## src/rtl/brc_pkg.sv

```systemverilog
// Shared definitions for the EX-stage branch resolve unit.
//   - RV32I conditional-branch funct3 encodings
//   - 2-bit saturating direction counter type and its four states
//   - resolve FSM state encoding
package brc_pkg;

  localparam logic [2:0] F3_BEQ  = 3'b000;
  localparam logic [2:0] F3_BNE  = 3'b001;
  localparam logic [2:0] F3_BLT  = 3'b100;
  localparam logic [2:0] F3_BGE  = 3'b101;
  localparam logic [2:0] F3_BLTU = 3'b110;
  localparam logic [2:0] F3_BGEU = 3'b111;

  typedef logic [1:0] ctr_t;

  localparam ctr_t SNT = 2'b00;
  localparam ctr_t WNT = 2'b01;
  localparam ctr_t WT  = 2'b10;
  localparam ctr_t ST  = 2'b11;

  typedef enum logic {
    IDLE,
    FLUSH
  } state_e;

endpackage

```

## src/rtl/bht.sv

```systemverilog
// Branch history table: an array of 2-bit saturating direction counters.
// Ports:
//   i_clk, i_reset : clock and synchronous active-high reset (all entries -> WNT)
//   i_rd_idx       : combinational read index
//   o_rd_ctr       : counter at i_rd_idx (pre-update value, no write bypass)
//   i_wr_en        : apply one update at the next rising edge
//   i_wr_idx       : index of the entry to update
//   i_wr_taken     : resolved direction; counter moves toward ST or SNT
module bht
  import brc_pkg::*;
#(
  parameter int ENTRIES = 64,
  parameter int IW      = $clog2(ENTRIES)
) (
  input  logic          i_clk,
  input  logic          i_reset,
  input  logic [IW-1:0] i_rd_idx,
  output ctr_t          o_rd_ctr,
  input  logic          i_wr_en,
  input  logic [IW-1:0] i_wr_idx,
  input  logic          i_wr_taken
);

  ctr_t ctr_q [ENTRIES];
  ctr_t wrCur;
  ctr_t wrNext_d;

  assign o_rd_ctr = ctr_q[i_rd_idx];
  assign wrCur    = ctr_q[i_wr_idx];

  // Saturate at ST when taken and at SNT when not taken.
  always_comb begin
    wrNext_d = wrCur;
    if (i_wr_taken) begin
      if (wrCur != ST) wrNext_d = wrCur + 2'd1;
    end else begin
      if (wrCur != SNT) wrNext_d = wrCur - 2'd1;
    end
  end

  always_ff @(posedge i_clk) begin
    if (i_reset) begin
      for (int i = 0; i < ENTRIES; i++) ctr_q[i] <= WNT;
    end else if (i_wr_en) begin
      ctr_q[i_wr_idx] <= wrNext_d;
    end
  end

endmodule

```

## src/rtl/branch_resolve_unit.sv

```systemverilog
// EX-stage branch resolve unit for the pipelined RV32I core.
// Decides the real branch direction from the comparator flags, drives the
// unsigned-compare select back to the comparator, predicts direction for
// fetch from a BHT, detects mispredictions and issues a registered redirect
// followed by a multi-cycle IF/ID flush. Keeps branch/mispredict statistics.
// Ports:
//   i_clk, i_reset                 : clock, synchronous active-high reset
//   i_if_pc / o_if_pred_taken      : fetch-side prediction lookup (combinational)
//   i_ex_valid, i_ex_is_br         : EX holds a real conditional branch
//   i_ex_funct3, i_ex_pc           : branch kind and its PC
//   i_ex_target                    : computed taken target
//   i_ex_pred_taken/_pred_target   : what fetch actually did after this branch
//   o_br_un                        : unsigned compare select (combinational)
//   i_br_less, i_br_equal          : comparator flags
//   o_redirect_valid/_pc           : one-cycle registered redirect request
//   o_flush                        : registered IF/ID kill, FLUSH_CYC cycles long
//   o_br_illegal                   : one-cycle pulse for funct3 010/011
//   o_br_count, o_mispred_count    : wrapping statistics counters
module branch_resolve_unit
  import brc_pkg::*;
#(
  parameter int BHT_ENTRIES = 64,
  parameter int FLUSH_CYC   = 2
) (
  input  logic        i_clk,
  input  logic        i_reset,
  input  logic [31:0] i_if_pc,
  output logic        o_if_pred_taken,
  input  logic        i_ex_valid,
  input  logic        i_ex_is_br,
  input  logic [2:0]  i_ex_funct3,
  input  logic [31:0] i_ex_pc,
  input  logic [31:0] i_ex_target,
  input  logic        i_ex_pred_taken,
  input  logic [31:0] i_ex_pred_target,
  output logic        o_br_un,
  input  logic        i_br_less,
  input  logic        i_br_equal,
  output logic        o_redirect_valid,
  output logic [31:0] o_redirect_pc,
  output logic        o_flush,
  output logic        o_br_illegal,
  output logic [31:0] o_br_count,
  output logic [31:0] o_mispred_count
);

  localparam int IW = $clog2(BHT_ENTRIES);
  localparam logic [2:0] FLUSH_LOAD = 3'(FLUSH_CYC - 1);

  state_e      state_q;
  logic [2:0]  flushCnt_q;
  logic        flush_q;
  logic        redirValid_q;
  logic [31:0] redirPc_q;
  logic        illegal_q;
  logic [31:0] brCount_q;
  logic [31:0] mispredCount_q;

  logic        taken;
  logic        f3Legal;
  logic        resolve;
  logic        legalRes;
  logic        illegalRes;
  logic        mispred;
  logic [31:0] redirPc_d;
  ctr_t        ifCtr;
  logic        unusedIfPc;

  assign o_br_un = i_ex_funct3[1];

  // Only the index bits of the fetch PC reach the predictor.
  assign unusedIfPc = ^{i_if_pc[31:IW+2], i_if_pc[1:0]};

  // Direction decode; 010 and 011 are not branch encodings.
  always_comb begin
    taken   = 1'b0;
    f3Legal = 1'b1;
    case (i_ex_funct3)
      F3_BEQ:           taken = i_br_equal;
      F3_BNE:           taken = !i_br_equal;
      F3_BLT, F3_BLTU:  taken = i_br_less;
      F3_BGE, F3_BGEU:  taken = !i_br_less;
      default:          f3Legal = 1'b0;
    endcase
  end

  // While flushing, the EX stage carries wrong-path work and is ignored.
  assign resolve    = i_ex_valid & i_ex_is_br & (state_q == IDLE);
  assign legalRes   = resolve & f3Legal;
  assign illegalRes = resolve & !f3Legal;

  // A taken branch is also wrong if fetch followed a different target.
  assign mispred = legalRes &
                   ((taken != i_ex_pred_taken) |
                    (taken & (i_ex_target != i_ex_pred_target)));

  assign redirPc_d = taken ? i_ex_target : (i_ex_pc + 32'd4);

  bht #(
    .ENTRIES (BHT_ENTRIES),
    .IW      (IW)
  ) u_bht (
    .i_clk      (i_clk),
    .i_reset    (i_reset),
    .i_rd_idx   (i_if_pc[IW+1:2]),
    .o_rd_ctr   (ifCtr),
    .i_wr_en    (legalRes),
    .i_wr_idx   (i_ex_pc[IW+1:2]),
    .i_wr_taken (taken)
  );

  assign o_if_pred_taken = ifCtr[1];

  // Resolve FSM with registered redirect/flush/illegal outputs and counters.
  // The flush counter is loaded with FLUSH_CYC-1 so that o_flush stays high
  // for exactly FLUSH_CYC cycles, the last one being the cycle where it hits 0.
  always_ff @(posedge i_clk) begin
    if (i_reset) begin
      state_q        <= IDLE;
      flushCnt_q     <= 3'd0;
      flush_q        <= 1'b0;
      redirValid_q   <= 1'b0;
      redirPc_q      <= 32'd0;
      illegal_q      <= 1'b0;
      brCount_q      <= 32'd0;
      mispredCount_q <= 32'd0;
    end else begin
      redirValid_q <= mispred;
      illegal_q    <= illegalRes;
      if (mispred)  redirPc_q      <= redirPc_d;
      if (legalRes) brCount_q      <= brCount_q + 32'd1;
      if (mispred)  mispredCount_q <= mispredCount_q + 32'd1;
      case (state_q)
        IDLE: begin
          if (mispred) begin
            state_q    <= FLUSH;
            flushCnt_q <= FLUSH_LOAD;
            flush_q    <= 1'b1;
          end
        end
        FLUSH: begin
          if (flushCnt_q == 3'd0) begin
            state_q <= IDLE;
            flush_q <= 1'b0;
          end else begin
            flushCnt_q <= flushCnt_q - 3'd1;
          end
        end
        default: state_q <= IDLE;
      endcase
    end
  end

  assign o_redirect_valid = redirValid_q;
  assign o_redirect_pc    = redirPc_q;
  assign o_flush          = flush_q;
  assign o_br_illegal     = illegal_q;
  assign o_br_count       = brCount_q;
  assign o_mispred_count  = mispredCount_q;

endmodule

```

## config.mk

```make
export PLATFORM = sky130hd
export DESIGN_NAME = branch_resolve_unit
export DESIGN_NICKNAME = d
export VERILOG_FILES = /design/src/rtl/brc_pkg.sv /design/src/rtl/bht.sv /design/src/rtl/branch_resolve_unit.sv
export SDC_FILE = /design/constraint.sdc
export NUM_CORES = 1
export LEC_CHECK = 0
export ABC_AREA = 1
export ABC_CLOCK_PERIOD_IN_PS = 5050
export CAP_MARGIN = 20
export CORE_ASPECT_RATIO = 0.7
export CORE_UTILIZATION = 42
export CTS_CLUSTER_DIAMETER = 30
export CTS_CLUSTER_SIZE = 10
export DETAILED_ROUTE_END_ITERATION = 6
export GPL_TIMING_DRIVEN = 0
export PLACE_DENSITY = 0.65
export SLEW_MARGIN = 20
export SYNTH_ARGS = -nofsm -noshare
export SYNTH_HDL_FRONTEND = slang
export SYNTH_SLANG_ARGS = --single-unit
```

## constraint.sdc

```tcl
create_clock -name i_clk -period 5.05 [get_ports i_clk]
set_input_delay 1.01 -clock i_clk [delete_from_list [all_inputs] [get_ports i_clk]]
set_output_delay 1.01 -clock i_clk [all_outputs]
set_load 0.05 [all_outputs]
```

# Word level (Yosys, flattened, before mapping)
# Memory sizes are Yosys's and may differ from the RTL's.
# Cells that the tools add are included.
# op_classes
reduce_logical,12
muxes,23
eq_ne,11
add_sub_neg,6
bitwise,8
# op_table
operator,count
32-bit by 1-bit adder with 32-bit output (second input constant),2
32-bit by 3-bit adder with 32-bit output (second input constant),1
32-bit 2-to-1 mux,1
32-bit != test,1
3-bit == test (second input constant),4
1-bit 2-to-1 mux,11
2-bit 2-to-1 mux,4
1-bit AND,6
3-bit zero test,2
3-bit 2-to-1 mux,2
6-bit 2-to-1 mux,1
2-bit != test (second input constant),3
3-bit case mux with 2 select lines,1
2-bit OR reduction,3
6-bit OR reduction,1
1-bit case mux with 2 select lines,2
1-bit case mux with 4 select lines,1
2-bit AND reduction,2
3-bit by 1-bit == test with 1-bit output (second input constant),1
1-bit zero test,3
3-bit by 1-bit subtractor with 3-bit output (second input constant),1
2-bit by 1-bit adder with 2-bit output (second input constant),1
2-bit by 1-bit != test with 1-bit output (second input constant),1
2-bit nonzero test,1
other kinds (4),4
# totals
memories,1
output_inout_bits,101
ramBits,128
input_bits,138
register_bits,103
# mem_list
memory,depth,word_bits,rd,rd_ports_with_merged_regs,write_ports,line,text
u_bht.ctr_q,64,2,2,0,64,bht.sv:24,ctr_t ctr_q [ENTRIES];

# Depth between registers and ports, before layout
# Gate-level depths: netlist (run 1).
# depth
ltp_word,9
ltp_mapped,18
depth_no_buf,15

# Hierarchy
# Synthesis (run 1) repeated with hierarchy kept, for this count alone.
# unflattened
hier_cells,2237
area_unflattened_um2,14950.6
# by_module_without_submodules
module,instances,cells_each,seq_area_each_um2,area_each_um2
bht,1,1142,3843.7,8164.1
branch_resolve_unit,1,1095,2062.0,6786.5

# Worst setup path after synthesis (run 1)
# No wires, ideal clock.
# synth_path
kind,input to output
start,input port i_if_pc[2]
end,output port o_if_pred_taken
t_arrival_ps,2599
path_slack_ps,1441
cell_stages,10
required_time_ps,4040
n_path_buf,3
cell_sequence,clkbuf_1 inv_1 clkbuf_1 clkbuf_1 o21ai_0 o221ai_1 o211ai_1 o211ai_1 nand3_1 nand2_1
# synth_between
elab_chain_len,1
# synth_lines
item,line,text
from (decl),branch_resolve_unit.sv:27,"input logic [31:0] i_if_pc,"
memory read 64 x 2 bit,--,
to (decl),branch_resolve_unit.sv:28,"output logic o_if_pred_taken,"
# No other way between the ends.

# Final worst setup path (run 1)
# Ends and elaborated chain as after synthesis.

==> results.md, run 1 <==
- Crit. End Element: output port
- Hold Path End: o_redirect_pc[31]
- Min-Delay Startpoint: o_redirect_pc[31]
- Fin crit period: 4.86 ns
- Final GP Congestion: 0.997
- Routed vias: ~15k
- Synth top area share: 0.270
- Top cells by count, synth: nand2_1 (761), nor2_1 (305), inv_1 (180)
- Final Hold Vio Count: 0
- Initial antenna violation count: 6
- Reg2reg path depth: 7
- Vias in the first global route: between 10k and 15k
- Synth async-reset ratio: 0
- # IOs: between 200 and 250
- Post-Layout Cell Count: 2827
- Final core utilization: 0.562
- Setup bufs post-CTS: 0
- Largest net degree at the start of global routing: 12
- Max H-tree Level: 2
- Root buffer cell: clkbuf_16
- Max Cap Viol: 0
- Number of synthesized flops with an enable pin: ~130
- Worst Skew: around 0.023 ns
- Number of port buffers: slightly above 200
- Resized Gates After CTS: 0
- Total negative slack: 0 ns
- Flop2flop setup slack: 2.30 ns
- Max VDD drop: about 0.28 mV
- RSZ-0062 raised after global routing: false
- Die height: around 160 um
- WL/cell: between 20 and 25 um
- Syn_nets: between 2k and 2.5k
- Ys flop type: edfxtp_1
- First-pass detailed-route iteration total: 6
- Peak Freq: about 200 MHz
- Ranking of synthesized cells by area: edfxtp_1 (27%), nand2_1 (20%), dfxtp_1 (14%)
- Die Area: 0.0346 mm^2
- WHS: around 0.47 ns
- Synth Warn #: 0
- Relative slew margins: 0.317
- Synth cell types: 38
- Die W: roughly 220 um
- R2R Path End: u_bht.ctr_q[12][1]
- Total GRT Usage: 0.325
- Placed insts: ~2.7k
- PwrDens: 331 mW/mm^2
- Clock latency on the worst-skew pair: 0.56 ns
- CTS tree: done
- First-pass GRT wire length: approximately 84000 um
- Max Root-Sink Buffers: 3
- DR vias/cell: around 5.4
- Power Total: 6.11 mW
- Setup CP Type: in2out
- DRT iter0 DRCs: approximately 1.9k
- TritonCTS buffer count: 47
- Layout cells sized above 1: 0.0643
- Hold buffers post-CTS: 0
- Reg-to-reg startpoint: state_q
- Detailed placement HPWL: between 40000 and 50000 um
- Final setup fails: 0
- Cell with the most instances after synthesis: nand2_1
- Actual slew at the worst max-slew pin: approximately 1 ns
- Pins over their slew limit: 0
- Hold Path Cell Cnt: 2
- Worst hold path type: reg2reg
- P_leak: 7.23 nW
- Startpoint Class: input port
- Cell Rows: 55
- Drt total wl: 57200 um
- Post-Syn Area: ~0.014 mm^2
- Register area share after synthesis: 0.415
- DRT antenna net count: 0
- Status: finished clean
- # clock sinks: about 230
- Worst EP required: 4.04 ns
- # DRC: 0
- Cell taking the most area after synthesis: edfxtp_1
- Post-synthesis cell count: 2103
- Final period util: 0.963
- Clk slew on worst S/H paths: approximately 0.050 ns
- Syn Area/Cell: ~6.8 um^2
- Area grow syn2layout: 29.7%
- Post-layout nets: 2500
- Crit-path max FO: 10
- Yosys reg bits: ~230
- Total grt overflow: 0
- Critical Path AT: approximately 3.9 ns
- Initial Utilization: 0.433
- Core box area: ~0.033 mm^2
-- where the power goes --
group | switching (mW) | internal (mW) | leakage (nW)
Combinational | 0.586 | 0.277 | 4.50
Sequential | 0.0293 | 2.02 | 1.94
Clock | 1.11 | 2.09 | 0.778
Total | 1.72 | 4.39 | 7.23
-- logic make-up (layout without fill, tap and decap cells) --
family                     after synthesis  after routing  synth area share
and+or+nand+nor                       1308           1308             0.376
buffers and inverters                  288            579            0.0856
DFF                                    231            231             0.415
AOI/OAI and AO/OA                      191            191            0.0698
xor gates and xnor gates                78             78            0.0480
adders and majority gates                5              5           0.00440
muxes                                    2              2           0.00141
other                                    0              6                 0
-- layer usage --
metal	track usage	wire length (um)
met5	0	0
met4	0.116	1420
met3	0.0750	7090
met2	0.462	23500
met1	0.476	25200
-- worst max-delay path, cell delays in order --
cell	delay (ns)
clkbuf_1	0.22
inv_1	0.13
clkbuf_1	0.43
clkbuf_2	0.39
o21ai_0	0.13
o22ai_1	0.26
nor2_1	0.06
o21ai_0	0.20
nand3_1	0.11
nand2_1	0.09
clkdlybuf4s50_1	0.81
-- through the flow --
step	instance area, um^2	setup WS (ns)
floorplan	14200	1.44
global placement	16800	0.165
detailed placement	16800	0.148
CTS	18400	0.132
global route	18500	0.123
finish	18500	0.186
-- flip-flops by register name, indices dropped and copies added (netlist names) --
register / flops
o_br_count: 32
o_redirect_valid: 1
o_mispred_count: 32
u_bht.ctr_q: 128
flushCnt_q: 3
o_redirect_pc: 32
state_q: 1
o_br_illegal: 1
o_flush: 1
-- layout by cell type (no fill, tap or decap), types with 3 or more instances in the layout --
master	instances
inv_1	180
diode_2	6
or2_2	7
bufinv_16	6
edfxtp_1	128
nor2_2	5
xnor2_1	39
o21ai_0	82
o211ai_1	3
dfxtp_1	103
nor3_1	42
o22ai_1	14
nand3_1	116
inv_2	4
clkbuf_16	49
clkinv_2	5
xor2_1	39
nor4_1	4
nor2_1	305
ha_1	5
clkinv_4	7
a21oi_1	86
clkdlybuf4s50_1	205
nand2_1	761
clkinv_1	5
nand3b_1	11
nand4_1	48
buf_2	34
buf_1	6
buf_4	11
clkinvlp_4	6
inv_6	7
buf_6	7
clkbuf_1	46
-- worst max path at each step --
stage,from,end,slack (ns),cells after the start
final,i_if_pc[2],o_if_pred_taken,0.19,11
after global routing,i_if_pc[2],o_if_pred_taken,0.12,11
after CTS,i_if_pc[2],o_if_pred_taken,0.13,11
after detailed placement,i_if_pc[2],o_if_pred_taken,0.15,11
after global placement,i_if_pc[2],o_if_pred_taken,0.17,11
after floorplan,i_if_pc[2],o_if_pred_taken,1.44,10
-- layout make-up --
class | instances | area, um^2
tap | 427 | 534
sequential | 231 | 5910
antenna | 6 | 15.0
buffer | 102 | 520
timing repair buffer | 205 | 2050
fill | 3181 | 14400
clock buffer | 52 | 1240
inverter | 186 | 698
multi-input combinational | 1584 | 7100
clock inverter | 34 | 384
Note: power is estimated with default switching activity, not from simulation.
==> run 2, diff against run 1 <==
- SETUP_SLACK_MARGIN: default -> 0.1
==> results of run 2 <==
Same layout as run 1: the final DEF is identical, and so are final timing and power.
==> run 3, diff against run 2 <==
- ABC_CLOCK_PERIOD_IN_PS: 5050 -> 6100
- CTS_CLUSTER_SIZE: 10 -> default
- clock period: 5.05 -> 6.1 ns (I/O delays scaled with it)
==> results.md, run 3 (same netlist as run 1, synthesis figures left out) <==
- Placed instance area: 0.0168 mm^2 (unchanged)
- Hold Path Cell Cnt: 2 (unchanged)
- Setup bufs post-CTS: 0 (unchanged)
- Most frequent cells in the layout: nand2_1 (761), nor2_1 (305), clkdlybuf4s50_1 (205) (unchanged)
- Resized Gates After CTS: 0 (unchanged)
- Clk slew on worst S/H paths: 0.05 ns (about the same)
- Layout cells sized above 1: 0.0635 (was 0.0643)
- Cell Rows: 55 (unchanged)
- RSZ-0062 raised after global routing: false (unchanged)
- Crit. End Element: output port (unchanged)
- CP cell instances: clkbuf_1 -> inv_1 -> clkbuf_1 -> clkbuf_1 -> o21ai_0 -> o22ai_1 -> nor2_1 -> o211ai_1 -> nand3_1 -> nand2_1 -> clkdlybuf4s50_1 (was clkbuf_1 -> inv_1 -> clkbuf_1 -> clkbuf_2 -> o21ai_0 -> o22ai_1 -> nor2_1 -> o21ai_0 -> nand3_1 -> nand2_1 -> clkdlybuf4s50_1)
- Power Total: 4.92 mW (was 6.11 mW)
- WL/cell: 20.3 um (was 20.2 um)
- Die height: 156 um (unchanged)
- Largest net degree at the start of global routing: 12 (unchanged)
- Reg2reg path depth: 7 (unchanged)
- CP max stage cell: clkdlybuf4s50_1 (unchanged)
- Status: finished clean (unchanged)
- Core box area: 0.0328 mm^2 (unchanged)
- Total grt overflow: 0 (unchanged)
- Min-Delay Startpoint: o_redirect_pc[18] (was o_redirect_pc[31])
- First-pass detailed-route iteration total: 6 (unchanged)
- Clock latency on the worst-skew pair: 0.56 ns (about the same)
- Max Cap Viol: 0 (unchanged)
- Crit-path max FO: 10 (unchanged)
- Drt total wl: 57500 um (was 57200 um)
- Flop2flop setup slack: 3.33 ns (was 2.30 ns)
- Final core utilization: 0.559 (was 0.562)
- Hold buffers post-CTS: 0 (unchanged)
- DRT iter0 DRCs: 1905 (was 1913)
- Final GP Congestion: 0.997 (unchanged)
- Relative slew margins: 0.299 (was 0.317)
- Max FFs per register: 128 (unchanged)
- # IOs: 239 (unchanged)
- Slowest stage delay, CP: 0.81 ns (about the same)
- Initial antenna violation count: 6 (unchanged)
- Number of port buffers: 205 (unchanged)
- Bufs and invs on worst path: 5 (unchanged)
- Max H-tree Level: 2 (unchanged)
- P_leak: 7.18 nW (was 7.23 nW)
- PwrDens: 268 mW/mm^2 (was 331 mW/mm^2)
- Final period util: 0.905
- Most common cell after layout, fill and taps aside: nand2_1 (unchanged)
- # clock sinks: 231 (unchanged)
- Routed vias: 15.4k (about the same)
- R2R Path End: u_bht.ctr_q[12][1] (unchanged)
- DR vias/cell: 5.45 (was 5.44)
- Reg with most FFs: u_bht.ctr_q (unchanged)
- Fill cells: 3190 (was 3181)
- Kind of cell adding the most delay to the critical path: buffers and inverters (unchanged)
- Critical Path AT: 4.30 ns (was 3.85 ns)
- Initial Utilization: 0.433 (unchanged)
- Actual slew at the worst max-slew pin: 1.05 ns (was 1.02 ns)
- CTS tree: done (unchanged)
- Total GRT Usage: 0.326 (was 0.325)
- First-pass GRT wire length: 84400 um (was 84100 um)
- # DRC: 0 (unchanged)
- Die Area: 0.0346 mm^2 (unchanged)
- Final Cell Area: 0.0184 mm^2 (was 0.0185 mm^2)
- Final setup fails: 0 (unchanged)
- Worst hold path type: reg2reg (unchanged)
- Pins over their slew limit: 0 (unchanged)
- Max Root-Sink Buffers: 3 (unchanged)
- Total negative slack: 0 ns (unchanged)
- TritonCTS buffer count: 47 (unchanged)
- Vias in the first global route: 13.9k (about the same)
- Peak Freq: around 180 MHz
- Area grow syn2layout: 29.1% (was 29.7%)
- Detailed placement HPWL: 43800 um (unchanged)
- Worst EP required: 4.88 ns (was 4.04 ns)
- Setup CP Type: in2out (unchanged)
- Root buffer cell: clkbuf_16 (unchanged)
- Most used cell along the critical path: clkbuf_1
- Die W: 222 um (unchanged)
- Max VDD drop: 0.230 mV (was 0.278 mV)
- DRT antenna net count: 0 (unchanged)
- Hold Path End: o_redirect_pc[18] (was o_redirect_pc[31])
- Post-layout nets: 2500 (unchanged)
- Reg-to-reg startpoint: state_q (unchanged)
- Startpoint Class: input port (unchanged)
- Worst Skew: 0.0218 ns (was 0.0225 ns)
- Final Hold Vio Count: 0 (unchanged)
- Fin crit period: between 5 and 6 ns
-- run 3: cell count changes in the layout (fill, tap and decap cells not counted), sizes merged --
cell	before	now
bufinv	6	3
clkinv	17	16
clkbuf	96	97
clkinvlp	6	8
inv	191	192
-- run 3: worst max-delay path by stage --
stage                     startpoint         endpoint  cells past startpoint  slack [ns]
after floorplan           i_if_pc[2]  o_if_pred_taken                     10        2.07
after global placement    i_if_pc[2]  o_if_pred_taken                     11        0.80
after detailed placement  i_if_pc[2]  o_if_pred_taken                     11        0.78
after CTS                 i_if_pc[2]  o_if_pred_taken                     11        0.75
after global routing      i_if_pc[2]  o_if_pred_taken                     11        0.56
final                     i_if_pc[2]  o_if_pred_taken                     11        0.58
-- run 3: worst min-delay path: cells and delay by family, from the launching register on --
kind / cells / cell delay (ns)
AO/OA/AOI/OAI: 1 / 0.05
flip-flops: 1 / 0.31
AND/OR/NAND/NOR: 1 / 0.06
-- run 3: cell type report --
type | instances | area (um^2) | share of cell area
multi-input combinational | 1584 | 7100 | 0.387
sequential | 231 | 5910 | 0.322
timing repair buffer | 205 | 2050 | 0.112
clock buffer | 53 | 1240 | 0.0676
inverter | 186 | 698 | 0.0380
tap | 427 | 534 | 0.0291
buffer | 102 | 519 | 0.0283
clock inverter | 33 | 294 | 0.0160
antenna | 6 | 15.0 | 0.000818
-- run 3: layer usage --
metal | vias to the layer above | share of wire | global-route usage
met2 | 885 | 0.41 | 0.466
met1 | 7149 | 0.44 | 0.475
met5 | - | 0 | 0
met3 | 111 | 0.12 | 0.0770
met4 | 0 | 0.025 | 0.115
li1 | 7255 | - | -
-- run 3: metrics by stage --
stage,hold WS [ns],worst slack (ns),std cells
after CTS,0.464,0.752,2821
final,0.467,0.581,2827
after global placement,0.455,0.795,2735
after floorplan,0.457,2.07,2103
after global routing,0.494,0.562,2827
after detailed placement,0.458,0.778,2735
-- run 3: report_power, final --
group | switching (mW) | internal (mW) | leakage, nW
combinational | 0.487 | 0.229 | 4.50
sequential | 0.0242 | 1.67 | 1.94
clock | 0.908 | 1.60 | 0.737
